<file path="config.mk">
export PLATFORM = sky130hd
export DESIGN_NAME = text_console_writer_flat
export DESIGN_NICKNAME = d
export VERILOG_FILES = /design/src/rtl/gram_pkg.sv /design/src/rtl/text_console_writer_if.sv /design/src/rtl/console_cursor.sv /design/src/rtl/text_console_writer.sv /design/src/flat_wrapper.sv
export SDC_FILE = /design/constraint.sdc
export NUM_CORES = 1
export LEC_CHECK = 0
export CAP_MARGIN = 20
export CORE_MARGIN = 4
export CORE_UTILIZATION = 34
export CTS_CLUSTER_DIAMETER = 80
export DETAILED_ROUTE_END_ITERATION = 10
export SYNTH_ARGS = -nofsm -noshare
export SYNTH_HDL_FRONTEND = slang
export SYNTH_SLANG_ARGS = --single-unit
</file>
<file path="constraint.sdc">
create_clock -name clk -period 2.4 [get_ports clk]
set_input_delay 0.48 -clock clk [delete_from_list [all_inputs] [get_ports clk]]
set_output_delay 0.48 -clock clk [all_outputs]
set_load 0.01 [all_outputs]
</file>
<file path="src/rtl/gram_pkg.sv">
`default_nettype none
// ============================================================================
// Module   : gram_pkg
// Brief    : Shared constants, ASCII codes, state encodings and address helper
//            for the 80x30 text console writer and its cursor sub-module.
// Revision : 1.0 - initial release
// ============================================================================
package gram_pkg;

  // Screen geometry and text RAM shape
  localparam int CHAR_COUNT_COLUMN = 80;
  localparam int CHAR_COUNT_ROW    = 30;
  localparam int GRAM_DEPTH        = CHAR_COUNT_COLUMN * CHAR_COUNT_ROW;
  localparam int GRAM_ADDR_WIDTH   = 12;
  localparam int GRAM_DATA_WIDTH   = 7;

  // Cursor counter widths
  localparam int COL_WIDTH = 7;
  localparam int ROW_WIDTH = 5;

  // Sized terminal values so comparisons stay width-matched
  localparam logic [COL_WIDTH-1:0]       COL_LAST  = COL_WIDTH'(CHAR_COUNT_COLUMN - 1);
  localparam logic [ROW_WIDTH-1:0]       ROW_LAST  = ROW_WIDTH'(CHAR_COUNT_ROW - 1);
  localparam logic [COL_WIDTH-1:0]       LINE_LEN  = COL_WIDTH'(CHAR_COUNT_COLUMN);
  localparam logic [GRAM_ADDR_WIDTH-1:0] CLEAR_END = GRAM_ADDR_WIDTH'(GRAM_DEPTH);

  // ASCII codes with special meaning to the console
  localparam logic [GRAM_DATA_WIDTH-1:0] SPACE = 7'h20;
  localparam logic [GRAM_DATA_WIDTH-1:0] LF    = 7'h0A;
  localparam logic [GRAM_DATA_WIDTH-1:0] CR    = 7'h0D;
  localparam logic [GRAM_DATA_WIDTH-1:0] BS    = 7'h08;
  localparam logic [GRAM_DATA_WIDTH-1:0] FF    = 7'h0C;
  localparam logic [GRAM_DATA_WIDTH-1:0] TILDE = 7'h7E;

  // Writer state machine
  typedef enum logic [1:0] {
    ST_IDLE       = 2'd0,
    ST_WRITE      = 2'd1,
    ST_CLEAR_LINE = 2'd2,
    ST_CLEAR_ALL  = 2'd3
  } console_state_t;

  // Cursor movement commands issued by the writer
  typedef enum logic [2:0] {
    CUR_NONE    = 3'd0,
    CUR_ADVANCE = 3'd1,
    CUR_NEWLINE = 3'd2,
    CUR_RETURN  = 3'd3,
    CUR_BACK    = 3'd4,
    CUR_HOME    = 3'd5
  } cursor_cmd_t;

  // Codes 0x20..0x7E are drawn; everything else is control or ignored
  function automatic logic is_printable(input logic [GRAM_DATA_WIDTH-1:0] code);
    return (code >= SPACE) && (code <= TILDE);
  endfunction

  // row*80 + col as row*64 + row*16 + col; max 29*80+79 = 2399 fits 12 bits
  function automatic logic [GRAM_ADDR_WIDTH-1:0] cell_address(
    input logic [ROW_WIDTH-1:0] row,
    input logic [COL_WIDTH-1:0] col
  );
    return {1'b0, row, 6'b0} + {3'b0, row, 4'b0} + {5'b0, col};
  endfunction

endpackage
`default_nettype wire

</file>
<file path="src/rtl/text_console_writer_if.sv">
`default_nettype none
// ============================================================================
// Module   : text_console_writer_if
// Brief    : Character input handshake, clear request, text RAM write port and
//            status signals of the console writer, bundled for port passing.
// Revision : 1.0 - initial release
// ============================================================================
interface text_console_writer_if;
  import gram_pkg::*;

  logic                       char_valid;
  logic [GRAM_DATA_WIDTH-1:0] char_data;
  logic                       char_ready;
  logic                       clear_req;
  logic                       gram_write_enable;
  logic [GRAM_ADDR_WIDTH-1:0] gram_write_address;
  logic [GRAM_DATA_WIDTH-1:0] gram_write_data;
  logic [COL_WIDTH-1:0]       cursor_col;
  logic [ROW_WIDTH-1:0]       cursor_row;
  logic                       busy;

  // Character source / RAM observer side
  modport master (
    output char_valid, char_data, clear_req,
    input  char_ready, gram_write_enable, gram_write_address, gram_write_data,
    input  cursor_col, cursor_row, busy
  );

  // Console writer side
  modport slave (
    input  char_valid, char_data, clear_req,
    output char_ready, gram_write_enable, gram_write_address, gram_write_data,
    output cursor_col, cursor_row, busy
  );

endinterface
`default_nettype wire

</file>
<file path="src/rtl/console_cursor.sv">
`default_nettype none
// ============================================================================
// Module   : console_cursor
// Brief    : Column/row cursor counters with line wrap and screen wrap, plus
//            text RAM address generation for the cursor cell and for a cell
//            on the cursor row selected by the line-clear counter.
// Revision : 1.0 - initial release
// ============================================================================
module console_cursor
  import gram_pkg::*;
(
  input  logic                       clk,
  input  logic                       rst,
  input  cursor_cmd_t                cmd,
  input  logic [COL_WIDTH-1:0]       line_col,
  output logic [COL_WIDTH-1:0]       col,
  output logic [ROW_WIDTH-1:0]       row,
  output logic                       at_eol,
  output logic [GRAM_ADDR_WIDTH-1:0] cell_addr,
  output logic [GRAM_ADDR_WIDTH-1:0] line_addr
);

  logic [COL_WIDTH-1:0] col_d, col_q;
  logic [ROW_WIDTH-1:0] row_d, row_q;
  logic [ROW_WIDTH-1:0] row_next;

  // Next cursor position for the requested movement
  always_comb begin
    row_next = (row_q == ROW_LAST) ? '0 : row_q + ROW_WIDTH'(1);
    col_d    = col_q;
    row_d    = row_q;
    unique case (cmd)
      CUR_ADVANCE: begin
        if (col_q == COL_LAST) begin
          col_d = '0;
          row_d = row_next;
        end else begin
          col_d = col_q + COL_WIDTH'(1);
        end
      end
      CUR_NEWLINE: begin
        col_d = '0;
        row_d = row_next;
      end
      CUR_RETURN: col_d = '0;
      CUR_BACK: begin
        if (col_q != '0) begin
          col_d = col_q - COL_WIDTH'(1);
        end
      end
      CUR_HOME: begin
        col_d = '0;
        row_d = '0;
      end
      default: begin
        col_d = col_q;
        row_d = row_q;
      end
    endcase
  end

  // Cursor registers, homed on reset
  always_ff @(posedge clk) begin
    if (rst) begin
      col_q <= '0;
      row_q <= '0;
    end else begin
      col_q <= col_d;
      row_q <= row_d;
    end
  end

  assign col       = col_q;
  assign row       = row_q;
  assign at_eol    = (col_q == COL_LAST);
  assign cell_addr = cell_address(row_q, col_q);
  assign line_addr = cell_address(row_q, line_col);

endmodule
`default_nettype wire

</file>
<file path="src/rtl/text_console_writer.sv">
`default_nettype none
// ============================================================================
// Module   : text_console_writer
// Brief    : Streams ASCII characters into an 80x30 text RAM. Handles printable
//            writes, LF/CR/BS/FF control codes, automatic line clear on a row
//            advance and a full-screen clear after reset or on request.
// Revision : 1.0 - initial release
// ============================================================================
module text_console_writer
  import gram_pkg::*;
(
  input logic                  clk,
  input logic                  rst,
  text_console_writer_if.slave bus
);

  console_state_t             state_d, state_q;
  logic [GRAM_ADDR_WIDTH-1:0] clr_cnt_d, clr_cnt_q;
  logic [COL_WIDTH-1:0]       line_cnt_d, line_cnt_q;
  logic                       pending_d, pending_q;
  logic                       wrap_d, wrap_q;
  logic                       we_d, we_q;
  logic [GRAM_ADDR_WIDTH-1:0] addr_d, addr_q;
  logic [GRAM_DATA_WIDTH-1:0] data_d, data_q;
  logic                       ready_d, ready_q;
  logic                       busy_d, busy_q;

  logic                       start_clear;
  cursor_cmd_t                cur_cmd;
  logic [COL_WIDTH-1:0]       line_col;
  logic [COL_WIDTH-1:0]       cur_col;
  logic [ROW_WIDTH-1:0]       cur_row;
  logic                       cur_at_eol;
  logic [GRAM_ADDR_WIDTH-1:0] cur_cell_addr;
  logic [GRAM_ADDR_WIDTH-1:0] cur_line_addr;

  // The line clear walks the cursor row; column 0 is emitted on leaving WRITE
  assign line_col = (state_q == ST_CLEAR_LINE) ? line_cnt_q : '0;

  console_cursor u_cursor (
    .clk       (clk),
    .rst       (rst),
    .cmd       (cur_cmd),
    .line_col  (line_col),
    .col       (cur_col),
    .row       (cur_row),
    .at_eol    (cur_at_eol),
    .cell_addr (cur_cell_addr),
    .line_addr (cur_line_addr)
  );

  // Next state and next registered outputs; each state's outputs describe
  // the RAM write happening while that state is visible
  always_comb begin
    state_d     = state_q;
    clr_cnt_d   = clr_cnt_q;
    line_cnt_d  = line_cnt_q;
    pending_d   = pending_q | bus.clear_req;
    wrap_d      = wrap_q;
    we_d        = 1'b0;
    addr_d      = addr_q;
    data_d      = data_q;
    cur_cmd     = CUR_NONE;
    start_clear = 1'b0;

    unique case (state_q)
      ST_IDLE: begin
        // A clear beats a character offered in the same cycle; the clear
        // would erase that character anyway
        if (pending_q || bus.clear_req) begin
          start_clear = 1'b1;
        end else if (bus.char_valid && ready_q) begin
          if (bus.char_data == FF) begin
            start_clear = 1'b1;
          end else begin
            state_d = ST_WRITE;
            wrap_d  = 1'b0;
            if (is_printable(bus.char_data)) begin
              we_d    = 1'b1;
              addr_d  = cur_cell_addr;
              data_d  = bus.char_data;
              cur_cmd = CUR_ADVANCE;
              wrap_d  = cur_at_eol;
            end else if (bus.char_data == LF) begin
              cur_cmd = CUR_NEWLINE;
              wrap_d  = 1'b1;
            end else if (bus.char_data == CR) begin
              cur_cmd = CUR_RETURN;
            end else if (bus.char_data == BS) begin
              cur_cmd = CUR_BACK;
            end
          end
        end
      end

      ST_WRITE: begin
        // The cursor already sits on the new row, so blank it from column 0
        if (wrap_q) begin
          state_d    = ST_CLEAR_LINE;
          we_d       = 1'b1;
          addr_d     = cur_line_addr;
          data_d     = SPACE;
          line_cnt_d = COL_WIDTH'(1);
        end else begin
          state_d = ST_IDLE;
        end
      end

      ST_CLEAR_LINE: begin
        if (line_cnt_q == LINE_LEN) begin
          state_d = ST_IDLE;
        end else begin
          we_d       = 1'b1;
          addr_d     = cur_line_addr;
          data_d     = SPACE;
          line_cnt_d = line_cnt_q + COL_WIDTH'(1);
        end
      end

      ST_CLEAR_ALL: begin
        if (clr_cnt_q == CLEAR_END) begin
          state_d = ST_IDLE;
        end else begin
          we_d      = 1'b1;
          addr_d    = clr_cnt_q;
          data_d    = SPACE;
          clr_cnt_d = clr_cnt_q + GRAM_ADDR_WIDTH'(1);
        end
      end

      default: state_d = ST_CLEAR_ALL;
    endcase

    // Entering the full clear emits address 0 immediately and collapses any
    // requests that arrived so far
    if (start_clear) begin
      state_d   = ST_CLEAR_ALL;
      pending_d = 1'b0;
      we_d      = 1'b1;
      addr_d    = '0;
      data_d    = SPACE;
      clr_cnt_d = GRAM_ADDR_WIDTH'(1);
      cur_cmd   = CUR_HOME;
    end
  end

  // Status outputs follow the next state; a waiting clear keeps ready low
  always_comb begin
    ready_d = (state_d == ST_IDLE) && !pending_d;
    busy_d  = (state_d != ST_IDLE);
  end

  // State and registered outputs; reset restarts the full-screen clear
  always_ff @(posedge clk) begin
    if (rst) begin
      state_q    <= ST_CLEAR_ALL;
      clr_cnt_q  <= '0;
      line_cnt_q <= '0;
      pending_q  <= 1'b0;
      wrap_q     <= 1'b0;
      we_q       <= 1'b0;
      addr_q     <= '0;
      data_q     <= SPACE;
      ready_q    <= 1'b0;
      busy_q     <= 1'b1;
    end else begin
      state_q    <= state_d;
      clr_cnt_q  <= clr_cnt_d;
      line_cnt_q <= line_cnt_d;
      pending_q  <= pending_d;
      wrap_q     <= wrap_d;
      we_q       <= we_d;
      addr_q     <= addr_d;
      data_q     <= data_d;
      ready_q    <= ready_d;
      busy_q     <= busy_d;
    end
  end

  assign bus.char_ready         = ready_q;
  assign bus.busy               = busy_q;
  assign bus.gram_write_enable  = we_q;
  assign bus.gram_write_address = addr_q;
  assign bus.gram_write_data    = data_q;
  assign bus.cursor_col         = cur_col;
  assign bus.cursor_row         = cur_row;

endmodule
`default_nettype wire
</file>
<file path="src/flat_wrapper.sv">
// flat-port wrapper written by rule: the top's interface ports become plain ports
module text_console_writer_flat import gram_pkg::*;
  (clk, rst, bus_char_valid, bus_char_data, bus_clear_req, bus_char_ready, bus_gram_write_enable, bus_gram_write_address, bus_gram_write_data, bus_cursor_col, bus_cursor_row, bus_busy);
  text_console_writer_if bus_i ();
  input logic clk;
  input logic rst;
  input wire logic [$bits(bus_i.char_valid)-1:0] bus_char_valid;
  input wire logic [$bits(bus_i.char_data)-1:0] bus_char_data;
  input wire logic [$bits(bus_i.clear_req)-1:0] bus_clear_req;
  output wire logic [$bits(bus_i.char_ready)-1:0] bus_char_ready;
  output wire logic [$bits(bus_i.gram_write_enable)-1:0] bus_gram_write_enable;
  output wire logic [$bits(bus_i.gram_write_address)-1:0] bus_gram_write_address;
  output wire logic [$bits(bus_i.gram_write_data)-1:0] bus_gram_write_data;
  output wire logic [$bits(bus_i.cursor_col)-1:0] bus_cursor_col;
  output wire logic [$bits(bus_i.cursor_row)-1:0] bus_cursor_row;
  output wire logic [$bits(bus_i.busy)-1:0] bus_busy;
  assign bus_i.char_valid = bus_char_valid;
  assign bus_i.char_data = bus_char_data;
  assign bus_i.clear_req = bus_clear_req;
  assign bus_char_ready = bus_i.char_ready;
  assign bus_gram_write_enable = bus_i.gram_write_enable;
  assign bus_gram_write_address = bus_i.gram_write_address;
  assign bus_gram_write_data = bus_i.gram_write_data;
  assign bus_cursor_col = bus_i.cursor_col;
  assign bus_cursor_row = bus_i.cursor_row;
  assign bus_busy = bus_i.busy;
  text_console_writer u_core (.clk(clk), .rst(rst), .bus(bus_i));
endmodule
</file>
==> flow_results.xml, run 1 <==
<?xml version="1.0" encoding="UTF-8"?>
<metrics>
  <group name="critical_path">
    <metric name="regToRegStartpoint" unit="">u_core.state_q[0]</metric>
    <metric name="crit_buf_inv" unit="">3</metric>
    <metric name="largest_fanout_of_any_net_on_the_critical_path" unit="">5</metric>
    <metric name="highest_cell_delay_on_the_worst_timing_path" unit="ns">0.35</metric>
    <metric name="regToRegSetupSlack" unit="ns">0.03</metric>
    <metric name="path_class" unit="">register to register</metric>
    <metric name="critical_path.reg2reg.endpoint" unit="">u_core.bus.gram_write_address[10]</metric>
    <metric name="worst_ep_required_time" unit="ns">2.64</metric>
    <metric name="cpMaxStageDelayCell" unit="">sky130_fd_sc_hd__fa_2</metric>
    <metric name="cp.arrival" unit="ns">2.61</metric>
    <metric name="worstSetupStartpointType" unit="">register</metric>
    <metric name="reg2reg_depth" unit="">13</metric>
    <metric name="worst_path_most_repeated_cell" unit="">sky130_fd_sc_hd__inv_2</metric>
    <metric name="crit_path_cell_trace" unit="">inv_2 &gt; ha_4 &gt; nand3_2 &gt; o21ai_2 &gt; ha_2 &gt; inv_1 &gt; fa_2 &gt; inv_2 &gt; a21oi_2 &gt; nor3_2 &gt; nand3_1 &gt; and3_1 &gt; o21ba_1</metric>
    <metric name="critical_path.endpoint_type" unit="">register</metric>
    <metric name="critPathTopFamily" unit="">adder cells</metric>
  </group>
  <group name="run_status">
    <metric name="status" unit="">finished clean</metric>
  </group>
  <group name="detailed_routing">
    <metric name="vias_per_cell" unit="">5.079</metric>
    <metric name="met2_wirelength" unit="µm">4315</metric>
    <metric name="drt-wirelength-per-cell" unit="µm">14.29</metric>
    <metric name="route.met3.wl" unit="µm">467</metric>
    <metric name="drt_iter0_markers" unit="">185</metric>
    <metric name="drt_drc_violations_left" unit="">0</metric>
    <metric name="wirelength_met1" unit="µm">4541</metric>
    <metric name="num_vias" unit="">3342</metric>
    <metric name="top_layer_used" unit="">met4</metric>
    <metric name="firstDrtPassIters" unit="">5</metric>
    <metric name="drtAntennaViolNets" unit="">0</metric>
    <metric name="wl" unit="µm">9402</metric>
  </group>
  <group name="logic_synthesis">
    <metric name="yosys_register_bits" unit="">57</metric>
    <metric name="synth.top_cell.area_share" unit="">0.3341</metric>
    <metric name="synth_top_area_cell" unit="">sky130_fd_sc_hd__dfxtp_1</metric>
    <metric name="mappedNetlistArea" unit="mm²">0.003416</metric>
    <metric name="synth-main-ff-cell" unit="">sky130_fd_sc_hd__dfxtp_1</metric>
    <metric name="synthesis.instances" unit="">421</metric>
    <metric name="synth.top_cells.by_area" unit="">sky130_fd_sc_hd__dfxtp_1 (33%), sky130_fd_sc_hd__ha_1 (7.3%), sky130_fd_sc_hd__nor2_1 (5.7%)</metric>
    <metric name="portion_of_the_post_synthesis_area_used_by_sequential_elements" unit="">0.3341</metric>
    <metric name="synth_enable_flop_cells" unit="">0</metric>
    <metric name="synth_area_per_cell" unit="µm²">8.113</metric>
    <metric name="yosysWarningCount" unit="">0</metric>
    <metric name="synth_nets" unit="">454</metric>
    <metric name="synth_cell_types" unit="">61</metric>
    <metric name="synthArstFlopShare" unit="">0</metric>
  </group>
  <group name="placed_design">
    <metric name="gp_congestion" unit="">0.9078</metric>
    <metric name="total_of_buffers_placed_on_input_and_output_ports" unit="">44</metric>
    <metric name="dp.final_hpwl" unit="µm">7065</metric>
    <metric name="detailed_place.area" unit="mm²">0.004442</metric>
  </group>
  <group name="global_routing">
    <metric name="overflow_after_grt" unit="">0</metric>
    <metric name="first_global_vias" unit="">3260</metric>
    <metric name="total_track_usage" unit="">0.1649</metric>
    <metric name="grt_max_degree" unit="">28</metric>
    <metric name="grt_first_pass_wirelength" unit="µm">15590</metric>
    <metric name="grt_antenna_before_repair" unit="">0</metric>
  </group>
  <group name="clocking">
    <metric name="ctsHtreeMaxLevel" unit="">3</metric>
    <metric name="cts_tree" unit="">yes</metric>
    <metric name="number_of_buffers_created_by_cts" unit="">9</metric>
    <metric name="clockRootBuffer" unit="">sky130_fd_sc_hd__clkbuf_8</metric>
    <metric name="clk_pin_slew" unit="ns">0.08</metric>
    <metric name="cts_num_sinks" unit="">57</metric>
    <metric name="cts_hold_repair.buffers" unit="">0</metric>
    <metric name="clk-insertion-delay-late" unit="ns">0.34</metric>
    <metric name="cts.path.max_buffers" unit="">2</metric>
    <metric name="cts.repair_timing.setup_buffer_count" unit="">0</metric>
  </group>
  <group name="sta">
    <metric name="clock_skew" unit="ns">0.01050</metric>
    <metric name="finalHoldViolCount" unit="">0</metric>
    <metric name="grt_setup_unrepaired" unit="">true</metric>
    <metric name="clock_period_minus_worst_slack" unit="ns">2.368</metric>
    <metric name="maxSlewViolCount" unit="">0</metric>
    <metric name="clock.fmax" unit="GHz">0.4224</metric>
    <metric name="max_slew.worst_pin.slew" unit="ns">0.5073</metric>
    <metric name="final-setup-viol-count" unit="">0</metric>
    <metric name="timing.max_slew.rel_slack" unit="">0.6606</metric>
    <metric name="final.period_utilization" unit="">0.9865</metric>
  </group>
  <group name="pwr">
    <metric name="leakage" unit="nW">1.918</metric>
    <metric name="irDropWorstVdd" unit="V">0.0004079</metric>
    <metric name="power-per-cell-area" unit="mW/mm²">807.1</metric>
  </group>
  <group name="min_path">
    <metric name="min_delay_worst_endpoint" unit="">u_core.bus.gram_write_data[2]</metric>
    <metric name="hold_class" unit="">register to register</metric>
    <metric name="min-delay-start" unit="">u_core.bus.gram_write_data[2]</metric>
    <metric name="min_path_cells" unit="">2</metric>
  </group>
  <group name="layout">
    <metric name="diodes" unit="">0</metric>
    <metric name="post_route_cells_drive_above_1_share" unit="">0.1981</metric>
    <metric name="flow.area_growth_from_synthesis" unit="%">38.06</metric>
    <metric name="fin_util" unit="">0.4825</metric>
    <metric name="final_common_cell" unit="">sky130_fd_sc_hd__buf_4</metric>
    <metric name="n_fill_cell" unit="">972</metric>
    <metric name="nNetsFinal" unit="">553</metric>
    <metric name="layout.cells.most_common_list" unit="">sky130_fd_sc_hd__buf_4 (58), sky130_fd_sc_hd__dfxtp_1 (54), sky130_fd_sc_hd__nor2_1 (52)</metric>
    <metric name="layout.cell_area.non_filler" unit="mm²">0.004716</metric>
  </group>
  <group name="die">
    <metric name="initial_utilization" unit="">0.3495</metric>
    <metric name="floorplan_core_area" unit="mm²">0.009774</metric>
    <metric name="row_count" unit="">36</metric>
    <metric name="die_height" unit="µm">108.2</metric>
    <metric name="die_width" unit="µm">108.2</metric>
    <metric name="ioPinCount" unit="">45</metric>
    <metric name="dieArea" unit="mm²">0.01171</metric>
  </group>
  <group name="run">
    <metric name="cap_viol_max_count" unit="">0</metric>
  </group>
</metrics>
[worst max-delay path by stage]
stage	startpoint	to	slack [ns]	cells past startpoint
final	u_core.state_q[0]	u_core.bus.gram_write_address[10]	0.03	13
after global routing	u_core.state_q[0]	u_core.bus.gram_write_address[10]	-0.06	13
after CTS	u_core.state_q[1]	u_core.u_cursor.col[3]	0.009	11
after detailed placement	bus_char_data[0]	u_core.u_cursor.row[1]	-0.26	7
after global placement	bus_char_data[0]	u_core.u_cursor.row[2]	-0.22	7
after floorplan	u_core.state_q[0]	u_core.bus.gram_write_address[10]	0.007	14
[final cells by class]
type | instances | area, µm² | share of cell area
inverter | 22 | 82.58 | 0.01751
sequential | 57 | 1145 | 0.2428
clock inverter | 6 | 67.56 | 0.01433
multi-input combinational | 326 | 2201 | 0.4667
timing repair buffer | 104 | 915.9 | 0.1942
tap | 133 | 166.4 | 0.03529
clock buffer | 10 | 137.6 | 0.02919
[registers in the layout (all words and copies together), names as in the netlist, 2 cells and up]
register and cells:
u_core.bus.gram_write_address 12, u_core.bus.gram_write_data 7, u_core.clr_cnt_q 12, u_core.line_cnt_q 7, u_core.state_q 2, u_core.u_cursor.col 7
u_core.u_cursor.row 5
[worst register-to-register path, delay by kind of cell (launching register included)]
| kind | cells | cell delay, ns |
|---|---|---|
| fa+ha+maj | 3 | 0.83 |
| simple gates | 4 | 0.61 |
| buf+inv | 3 | 0.17 |
| compound gates | 3 | 0.31 |
| flops | 1 | 0.34 |
[per-stage QoR]
stage	setup slack (ns)	instances	power [mW]	setup TNS, ns	hold slack (ns)
floorplan	0.006706	421	2.153	0	0.4716
global placement	-0.2224	642	2.843	-2.508	0.4646
detailed placement	-0.2561	642	2.859	-3.538	0.4696
CTS	0.009144	658	3.813	0	0.4813
global route	-0.06447	658	4.059	-0.06447	0.4964
finish	0.03240	658	3.806	0	0.4831
[cells in the mapped netlist, types with 4 or more instances]
cell type and instances:
sky130_fd_sc_hd__nor3_1 12, sky130_fd_sc_hd__dfxtp_1 57, sky130_fd_sc_hd__and3_1 7, sky130_fd_sc_hd__a22oi_1 7, sky130_fd_sc_hd__a21oi_1 31, sky130_fd_sc_hd__nor2_1 52
sky130_fd_sc_hd__nand2b_1 4, sky130_fd_sc_hd__mux2i_1 4, sky130_fd_sc_hd__nand4_1 6, sky130_fd_sc_hd__o21ai_0 22, sky130_fd_sc_hd__clkbuf_1 11, sky130_fd_sc_hd__nor2b_1 6
sky130_fd_sc_hd__nand3_1 25, sky130_fd_sc_hd__ha_1 20, sky130_fd_sc_hd__nand2_1 28, sky130_fd_sc_hd__and4_1 4, sky130_fd_sc_hd__inv_1 22, sky130_fd_sc_hd__a211oi_1 6
sky130_fd_sc_hd__a31oi_1 5, sky130_fd_sc_hd__xnor2_1 14, sky130_fd_sc_hd__or3_1 5, sky130_fd_sc_hd__o21ai_1 4, sky130_fd_sc_hd__xor2_1 14, sky130_fd_sc_hd__a21o_1 4
[layer usage]
| metal | vias to the layer above | GRT usage |
|---|---|---|
| li1 | 1707 | - |
| met1 | 1555 | 0.2229 |
| met2 | 73 | 0.2673 |
| met3 | 7 | 0.03821 |
| met4 | 0 | 0.03877 |
| met5 | - | 0 |
[timing repair]
action,CTS,global route
pin swaps,1,7
setup endpoints to repair,4,13
resized for setup,8,13
[kinds of logic (layout without fill, tap and decap cells)]
kind of cell             count (synthesis)  in the layout  synth area share
AO/OA/AOI/OAI                          104            104            0.1941
XOR/XNOR                                28             28           0.07180
adder cells (fa/ha/maj)                 22             22           0.08498
buffers and inverters                   38            142           0.04505
flip-flops                              57             57            0.3341
multiplexers                             5              5           0.01612
AND/OR/NAND/NOR                        167            167            0.2539
[report_power, final]
group	internal, mW	total (mW)	leakage (nW)	switching (mW)
Clock	0.509	0.926	0.0985	0.417
Combinational	0.778	1.69	1.36	0.909
Sequential	1.09	1.19	0.462	0.102
Total	2.38	3.81	1.92	1.43
Note: power is estimated with default switching activity, not from simulation.
==> run 2, diff against run 1 <==
==> constraint.sdc (replaced) <==
create_clock -name clk -period 2.1 [get_ports clk]
set_input_delay 0.42 -clock clk [delete_from_list [all_inputs] [get_ports clk]]
set_output_delay 0.42 -clock clk [all_outputs]
set_load 0.01 [all_outputs]
==> run 2 against run 1 <==
Compared with the run above:
- clock power grew 29%
- the run now ends with negative setup slack left
- worst hold slack lost 0.0056 ns
- non-clock buffer count grew 35
- via count grew 6.8%
- register-to-register slack lost 0.20 ns
- critical endpoint unchanged
==> flow_results.xml, run 2 (synthesis results as in run 1) <==
<?xml version="1.0" encoding="UTF-8"?>
<metrics>
  <group name="run_status">
    <metric name="status" unit="">complete, but fails checks</metric>
    <metric name="failed_checks" unit="">negative setup slack</metric>
  </group>
  <group name="clocking">
    <metric name="ctsHtreeMaxLevel" unit="">3</metric>
    <metric name="number_of_buffers_created_by_cts" unit="">9</metric>
    <metric name="cts.path.max_buffers" unit="">2</metric>
    <metric name="clk_pin_slew" unit="ns">0.07</metric>
    <metric name="clockRootBuffer" unit="">sky130_fd_sc_hd__clkbuf_8</metric>
    <metric name="clk-insertion-delay-late" unit="ns">0.34</metric>
    <metric name="cts_tree" unit="">yes</metric>
    <metric name="cts_num_sinks" unit="">57</metric>
  </group>
  <group name="sta">
    <metric name="max_slew.worst_pin.slew" unit="ns">0.6063</metric>
    <metric name="maxSlewViolCount" unit="">0</metric>
    <metric name="timing.max_slew.rel_slack" unit="">0.5943</metric>
    <metric name="grt_setup_unrepaired" unit="">true</metric>
    <metric name="final-setup-viol-count" unit="">8</metric>
    <metric name="final.setup.worst_slack" unit="ns">-0.1646</metric>
    <metric name="clock.fmax" unit="GHz">0.4416</metric>
    <metric name="final.period_utilization" unit="">1.078</metric>
    <metric name="finalHoldViolCount" unit="">0</metric>
    <metric name="clock_skew" unit="ns">0.009012</metric>
    <metric name="clock_period_minus_worst_slack" unit="ns">2.265</metric>
  </group>
  <group name="critical_path">
    <metric name="path_class" unit="">register to register</metric>
    <metric name="highest_cell_delay_on_the_worst_timing_path" unit="ns">0.36</metric>
    <metric name="largest_fanout_of_any_net_on_the_critical_path" unit="">5</metric>
    <metric name="crit_path_cell_trace" unit="">inv_4 &gt; ha_4 &gt; nand3_2 &gt; o21ai_2 &gt; ha_2 &gt; inv_2 &gt; fa_2 &gt; inv_2 &gt; a21oi_2 &gt; nor3_2 &gt; nand3_1 &gt; and3_4 &gt; o21ba_1</metric>
    <metric name="cpMaxStageDelayCell" unit="">sky130_fd_sc_hd__dfxtp_2</metric>
    <metric name="crit_buf_inv" unit="">3</metric>
    <metric name="worst_ep_required_time" unit="ns">2.34</metric>
    <metric name="worstSetupStartpointType" unit="">register</metric>
    <metric name="worst_path_most_repeated_cell" unit="">sky130_fd_sc_hd__inv_2</metric>
    <metric name="critPathTopFamily" unit="">adder cells</metric>
    <metric name="critical_path.endpoint_type" unit="">register</metric>
    <metric name="cp.arrival" unit="ns">2.51</metric>
  </group>
  <group name="die">
    <metric name="row_count" unit="">36</metric>
    <metric name="die_height" unit="µm">108.2</metric>
    <metric name="initial_utilization" unit="">0.3495</metric>
    <metric name="ioPinCount" unit="">45</metric>
    <metric name="die_width" unit="µm">108.2</metric>
    <metric name="floorplan_core_area" unit="mm²">0.009774</metric>
    <metric name="dieArea" unit="mm²">0.01171</metric>
  </group>
  <group name="detailed_routing">
    <metric name="drt_iter0_markers" unit="">177</metric>
    <metric name="drt-wirelength-per-cell" unit="µm">15.09</metric>
    <metric name="vias_per_cell" unit="">5.152</metric>
    <metric name="firstDrtPassIters" unit="">4</metric>
    <metric name="num_vias" unit="">3570</metric>
    <metric name="drt_drc_violations_left" unit="">0</metric>
    <metric name="wl" unit="µm">10460</metric>
    <metric name="drtAntennaViolNets" unit="">0</metric>
  </group>
  <group name="global_routing">
    <metric name="grt_first_pass_wirelength" unit="µm">16770</metric>
    <metric name="grt_max_degree" unit="">28</metric>
    <metric name="total_track_usage" unit="">0.1773</metric>
    <metric name="overflow_after_grt" unit="">0</metric>
    <metric name="first_global_vias" unit="">3538</metric>
    <metric name="grt_antenna_before_repair" unit="">0</metric>
  </group>
  <group name="layout">
    <metric name="multi_input_comb_area" unit="mm²">0.002477</metric>
    <metric name="final_common_cell" unit="">sky130_fd_sc_hd__buf_4</metric>
    <metric name="post_route_cells_drive_above_1_share" unit="">0.3179</metric>
    <metric name="register_area" unit="mm²">0.001151</metric>
    <metric name="nNetsFinal" unit="">588</metric>
    <metric name="fin_util" unit="">0.5451</metric>
    <metric name="flow.area_growth_from_synthesis" unit="%">55.97</metric>
    <metric name="layout.cell_area.non_filler" unit="mm²">0.005328</metric>
    <metric name="diodes" unit="">0</metric>
    <metric name="layout.cells.most_common_list" unit="">sky130_fd_sc_hd__buf_4 (84), sky130_fd_sc_hd__dfxtp_1 (53), sky130_fd_sc_hd__nor2_1 (52)</metric>
    <metric name="n_fill_cell" unit="">886</metric>
  </group>
  <group name="run">
    <metric name="cap_viol_max_count" unit="">0</metric>
  </group>
  <group name="min_path">
    <metric name="hold_class" unit="">register to register</metric>
  </group>
  <group name="placed_design">
    <metric name="post-place-ws" unit="ns">-0.4879</metric>
    <metric name="gp_congestion" unit="">0.8952</metric>
    <metric name="detailed_place.area" unit="mm²">0.004702</metric>
    <metric name="total_of_buffers_placed_on_input_and_output_ports" unit="">44</metric>
    <metric name="dp.final_hpwl" unit="µm">7654</metric>
  </group>
  <group name="pwr">
    <metric name="irDropWorstVdd" unit="V">0.0005736</metric>
    <metric name="leakage" unit="nW">2.184</metric>
    <metric name="power-per-cell-area" unit="mW/mm²">919.1</metric>
  </group>
</metrics>
[run 2: changes by cell type in the layout (fill, tap and decap cells not counted), sizes merged]
cell           delta
clkdlybuf4s50     -8
dlymetal6s2s      +1
dlygate4sd2       +7
clkinvlp          -2
inv               +3
clkinv            -1
bufinv            +1
buf              +34
[run 2: power breakdown]
part	switching, mW	total [mW]	internal (mW)
sequential	0.0900	1.34	1.25
clock	0.506	1.19	0.681
combinational	1.23	2.37	1.14
[run 2: layout make-up]
cell class / count / share of cell area
repair buffers: 139 / 0.2294
inverters: 22 / 0.01597
clock buffers: 9 / 0.02325
well taps: 133 / 0.03124
multi-input cells: 326 / 0.4650
clock inverters: 7 / 0.01902
flip-flops and latches: 57 / 0.2161
[run 2: path summary, 6_finish.rpt]
path / start / endpoint / slack [ns] / cells after the start
worst min-delay path: u_core.bus.gram_write_data[1] / u_core.bus.gram_write_data[1] / 0.48 / 2
worst min register to register: u_core.bus.gram_write_data[1] / u_core.bus.gram_write_data[1] / 0.48 / 2
worst max register to register: u_core.state_q[0] / u_core.bus.gram_write_address[10] / -0.16 / 13
worst max-delay path: u_core.state_q[0] / u_core.bus.gram_write_address[10] / -0.16 / 13
[run 2: metrics by stage]
stage          hold WS, ns  total power [mW]  TNS (ns)  instances
3_5_place_dp        0.4715             3.421    -11.99        665
3_3_place_gp        0.4601             3.388    -10.60        665
6_report            0.4775             4.896   -0.6453        693
5_1_grt             0.4970             5.214    -1.761        693
2_1_floorplan       0.4716             2.506   -0.1603        421
4_1_cts             0.4810             4.725   -0.7306        686
[run 2: worst reg2reg max path, stage by stage (launching register included)]
cell and delay, ns:
sky130_fd_sc_hd__dfxtp_2 0.36, sky130_fd_sc_hd__inv_4 0.06, sky130_fd_sc_hd__ha_4 0.29, sky130_fd_sc_hd__nand3_2 0.08
sky130_fd_sc_hd__o21ai_2 0.07, sky130_fd_sc_hd__ha_2 0.21, sky130_fd_sc_hd__inv_2 0.04, sky130_fd_sc_hd__fa_2 0.35
sky130_fd_sc_hd__inv_2 0.07, sky130_fd_sc_hd__a21oi_2 0.07, sky130_fd_sc_hd__nor3_2 0.14, sky130_fd_sc_hd__nand3_1 0.10
sky130_fd_sc_hd__and3_4 0.19, sky130_fd_sc_hd__o21ba_1 0.15
[run 2: metal layers]
layer | global-route usage | up-vias | wire, µm
met1 | 0.2335 | 1715 | 4836
met4 | 0.07033 | 0 | 191
met5 | 0 | - | 0
li1 | - | 1773 | -
met3 | 0.02567 | 17 | 379
met2 | 0.2922 | 65 | 5049
[run 2: what timing repair did]
item	CTS	global route
hold buffers	0	0
gates cloned	0	2
endpoints found under the setup margin	20	30
endpoints found under the hold margin	0	0
buffers inserted	6	5
resized for setup	33	33
pin swaps	21	18
